--- config.mk ---
export PLATFORM = sky130hd
export DESIGN_NAME = muldiv_unit
export DESIGN_NICKNAME = d
export VERILOG_FILES = /design/src/rtl/muldiv_unit.sv
export SDC_FILE = /design/constraint.sdc
export NUM_CORES = 1
export LEC_CHECK = 0
export CORE_MARGIN = 3
export CORE_UTILIZATION = 50
export DETAILED_ROUTE_END_ITERATION = 10
export GPL_TIMING_DRIVEN = 0
export PLACE_DENSITY = 0.75
export SETUP_SLACK_MARGIN = 0.2
export SLEW_MARGIN = 20
export SYNTH_ARGS = -nofsm -noshare
export SYNTH_HDL_FRONTEND = slang
export SYNTH_SLANG_ARGS = --single-unit
--- constraint.sdc ---
create_clock -name CLK -period 3 [get_ports CLK]
set_clock_uncertainty 0.05 [all_clocks]
set_input_delay 0.6 -clock CLK [delete_from_list [all_inputs] [get_ports CLK]]
set_output_delay 0.6 -clock CLK [all_outputs]
set_load 0.05 [all_outputs]
--- src/rtl/muldiv_unit.sv ---
// muldiv_unit: iterative 32-bit unsigned multiply/divide feeding the register-file write port,
// 32 steps per operation, result held on the write bundle until WB_GRANT.
module muldiv_unit (
    input  logic        CLK,
    input  logic        RESET_N,
    input  logic        START,
    input  logic [1:0]  OP,
    input  logic [31:0] OPERAND_A,
    input  logic [31:0] OPERAND_B,
    input  logic [4:0]  DEST,
    input  logic        WB_GRANT,
    output logic        BUSY,
    output logic        DONE,
    output logic        WRITE_ENABLE,
    output logic [4:0]  ADDRESS_WRITE,
    output logic [31:0] DATA_WRITE
);
    typedef enum logic [1:0] {IDLE, CALC, WB} state_t;
    state_t      state_q, state_d;
    logic [4:0]  cnt_q;
    logic [1:0]  op_q;
    logic [31:0] b_q;
    logic [4:0]  dest_q;
    logic [32:0] hi_q, hi_d;
    logic [31:0] lo_q, lo_d;
    logic [4:0]  addr_q;
    logic [31:0] data_q;
    logic [32:0] sum, shl, diff;
    logic        start_ok, last_step;

    assign start_ok  = (state_q == IDLE) && START;
    assign last_step = (state_q == CALC) && (cnt_q == 5'd31);

    always_ff @(posedge CLK) begin
        if (!RESET_N) state_q <= IDLE;
        else          state_q <= state_d;
    end

    always_comb begin
        state_d = start_ok ? CALC :
                  last_step ? WB :
                  (state_q == WB && WB_GRANT) ? IDLE : state_q;
    end

    always_comb begin
        BUSY         = state_q != IDLE;
        WRITE_ENABLE = state_q == WB;
        DONE         = (state_q == WB) && WB_GRANT;
    end

    // hi/lo double as {hi,lo} product for multiply and {remainder,quotient} for divide
    always_comb begin
        sum  = {1'b0, hi_q[31:0]} + (lo_q[0] ? {1'b0, b_q} : 33'd0);
        shl  = {hi_q[31:0], lo_q[31]};
        diff = shl - {1'b0, b_q};
        hi_d = op_q[1] ? (diff[32] ? shl : diff) : {1'b0, sum[32:1]};
        lo_d = op_q[1] ? {lo_q[30:0], ~diff[32]} : {sum[0], lo_q[31:1]};
    end

    always_ff @(posedge CLK) begin
        if (start_ok) begin
            op_q   <= OP;
            b_q    <= OPERAND_B;
            dest_q <= DEST;
            hi_q   <= 33'd0;
            lo_q   <= OPERAND_A;
        end else if (state_q == CALC) begin
            hi_q <= hi_d;
            lo_q <= lo_d;
        end
    end

    always_ff @(posedge CLK) begin
        if (!RESET_N) begin
            cnt_q  <= 5'd0;
            addr_q <= 5'd0;
            data_q <= 32'd0;
        end else begin
            if (start_ok) cnt_q <= 5'd0;
            else if (state_q == CALC) cnt_q <= cnt_q + 5'd1;
            if (last_step) begin
                addr_q <= dest_q;
                data_q <= op_q[0] ? hi_d[31:0] : lo_d;
            end
        end
    end

    assign ADDRESS_WRITE = addr_q;
    assign DATA_WRITE    = data_q;
endmodule
==> results.md <==
* Largest stage delay, worst path at 0.48 ns
* CP arrival at roughly 3.8 ns
* Critical Path, Cell by Cell: ha_4 > fa_2 > nor2b_4 > o31ai_4 > a2111o_1 > a21oi_2 > o2111ai_2 > nand4_4 > buf_12 > clkbuf_16 > mux2i_1 > nor2_1 > nor3_2 > nor3_1
* Hold Violations, Final at 0
* Overall Power at around 7.7 mW
* Num CTS Buffers at 17
* # rows at 51
* Top-area cell type share of the netlist area at roughly a fifth
* Wirelength, routed at ~33 mm
* Leak at 5.19 nW
* Fill cell count at between 1500 and 2000
* Outcome: complete, but fails checks
* GRT Residual Overflow at 0
* Final core utilization at between 60% and 70%
* Flops & latches, synth at approximately 150
* Crit path max fanout at 7
* Initial Util at between 50% and 60%
* Final ANT Viol Nets at 0
* Setup CP Type: flip-flop to flip-flop
* GPL Wtd Cong at ~0.94
* Post-synth design cell area at roughly 10000 sq um
* R2R Setup Slk at -0.52 ns
* End of the critical path: DATA_WRITE[8]
* Die Footprint at ~22000 sq um
* Worst setup startpoint: b_q[0]
* Die Wd at around 150 um
* CTS H-tree lvls at 4
* Worst hold-check path type: flip-flop to flip-flop
* Hpwl dp at 24.2 mm
* Unrepaired setup endpoints after global routing: yes
* Hold Path Cell Cnt at 2
* Max cap viols at 0
* Worst path slowest cell: a2111o_1
* Final setup margin at -0.519 ns
* PwrDens at ~590 nW/um^2
* Syn Area/Cell at approximately 8.5 sq um
* Worst IR drop on VDD at roughly 420 uV
* Most common cell after layout, fill and taps aside: clkdlybuf4s50_1
* TritonRoute pass-1 iters at 5
* Req. time, crit path at about 3.3 ns
* Pin count of the biggest net entering global routing at 34
* Hold_sp: cnt_q[4]
* Post-Syn Instances at about 1200
* Post-layout min period at between 3 and 4 ns
* Total track usage at between 20% and 30%
* Vias in the first global route at between 9000 and 10000
* Top FF cell, synth: dfxtp_1
* Area Growth Syn to Fin at 30.5%
* CTS sink cnt at 147
* CTS tree: yes
* Clk root buf: clkbuf_16
* Die height at roughly 150 um
* Asr flop ratio synth at 0%
* Slew Viols, Final at 0
* Worst R2R End: DATA_WRITE[8]
* Clock latency on the worst-skew pair at 0.44 ns
* Relative slew slack at between 40% and 50%
* Synth unique cells at 66
* Setup crit start kind: flip-flop
* Yosys Warn Count at 0
* Post-synthesis sequential area ratio at ~37%
* Clock Pin Slew Worst Setup and Hold Paths at 0.07 ns
* Maximum root-to-sink buffer count at 2
* Remaining DRCs at 0
* Synth area leaders: edfxtp_1, dfxtp_1, ha_1, a21oi_1, mux2i_1
* Delay-heaviest family, CP: compound AO/OA/AOI/OAI gates
* Post-Syn Nets at approximately 1300
* Failing checks: negative setup slack
* Initial antenna violation count at 0
* Global-route wire length before repair at about 50 mm
* Worst-margin pin slew at 0.892 ns
* WL/cell at about 21 um
* Worst Path Buf+Inv at 2
* Crit. End Element: flip-flop
* Boundary pin count at around 120
* Vias post-DR at roughly 10000
* Layout cells sized above 1 at between 10% and 20%
* Levels on crit path at 14
* Worst R2R Path Depth at 14
* Fin nets at 1481
* Cell taking the most area after synthesis: edfxtp_1
* Reg2reg start: b_q[0]
* Vias per cell at a little over 6
* Fin crit share at 117%
* Most frequent cells in the layout: clkdlybuf4s50_1, nor2_1, nand2_1
* Setup Viol. Count Final at 65
* PortBufs at around 110
* Number of DRC markers in iteration 0 at 860
* ANT cells at 0
* FMAX at roughly 0.28 GHz
* Number of synthesized flops with an enable pin at 71
* CORE AREA at slightly below 20000 sq um
## cell families (layout without fill, tap and decap cells)
| logic type | after synthesis | count (layout) | share of synthesized area (%) |
|---|---|---|---|
| buffers and inverters | 114 | 290 | 4.41 |
| adders and majority gates | 68 | 68 | 8.68 |
| and+or+nand+nor | 359 | 359 | 16.3 |
| AOI/OAI and AO/OA | 378 | 378 | 23.7 |
| xor gates and xnor gates | 58 | 58 | 5.09 |
| muxes | 51 | 51 | 5.15 |
| DFF | 147 | 147 | 36.6 |
## worst min-delay path by stage
stage / end
after floorplan: cnt_q[4]
after global placement: cnt_q[4]
after detailed placement: ADDRESS_WRITE[4]
after CTS: cnt_q[4]
after global routing: cnt_q[4]
final: cnt_q[4]
## through the flow
step / hold WS [ns] / worst slack (ns) / area, sq um / instances / TNS, ns
floorplan: 0.391 / 0.0508 / 10100 / 1175 / 0
detailed placement: 0.403 / -1.34 / 11500 / 1553 / -94.02
global placement: 0.399 / -1.60 / 11500 / 1553 / -96.46
CTS: 0.413 / -0.461 / 12500 / 1600 / -22.63
finish: 0.416 / -0.519 / 13000 / 1616 / -24.29
global route: 0.439 / -0.576 / 13000 / 1616 / -28.25
## timing repair
action                     CTS  global route
pin swaps                   21            58
hold buffers                 0             0
cloned                       2             3
buffers inserted            13            13
resized for setup           57           102
setup endpoints to repair   97            97
## worst reg2reg max path, cell delays in order, from the launching register on
cell and delay, ns:
edfxtp_1 0.46, ha_4 0.21, fa_2 0.37, nor2b_4 0.16, o31ai_4 0.09, a2111o_1 0.48, a21oi_2 0.25, o2111ai_2 0.16
nand4_4 0.15, buf_12 0.16, clkbuf_16 0.18, mux2i_1 0.21, nor2_1 0.10, nor3_2 0.29, nor3_1 0.10
## flip-flops by register name, indices dropped and copies added (netlist names)
signal	count
hi_q	32
state_q	2
lo_q	32
op_q	2
DATA_WRITE	32
b_q	32
ADDRESS_WRITE	5
cnt_q	5
dest_q	5
## power breakdown
group | internal, mW | switching [mW]
Clock | 1.19 | 0.973
Sequential | 2.32 | 0.236
Combinational | 1.25 | 1.74
Total | 4.76 | 2.95
## routing by layer
| metal | vias to the layer above | wire (um) | GRT usage (%) |
|---|---|---|---|
| li1 | 4629 | - | - |
| met3 | 109 | 2630 | 5.37 |
| met1 | 4774 | 13500 | 37.4 |
| met2 | 470 | 16000 | 48.9 |
| met4 | 0 | 1340 | 11.1 |
| met5 | - | 0 | 0 |
## synthesized netlist by cell type (all sizes together), types with 12 or more instances
cell type / number
nand4: 12
edfxtp: 71
nand3: 27
ha: 66
clkbuf: 60
and2: 35
o21ai: 93
o211ai: 16
mux2i: 48
inv: 45
xor2: 29
a31oi: 28
nor2: 108
a211oi: 16
nand2: 112
o21a: 13
a21o: 24
dfxtp: 76
nor3: 34
xnor2: 29
a21oi: 113
## final cells by class
cell class / instances / area, sq um / share of cell area, %
multi-input cells: 914 / 6490 / 49.8
repair inverters: 2 / 12.5 / 0.0961
clock buffers: 18 / 439 / 3.37
clock inverters: 14 / 139 / 1.07
plain buffers: 67 / 355 / 2.73
repair buffers: 142 / 1430 / 10.9
inverters: 47 / 180 / 1.38
well taps: 265 / 332 / 2.55
flip-flops and latches: 147 / 3650 / 28.1
Note: power is estimated with default switching activity, not from simulation.
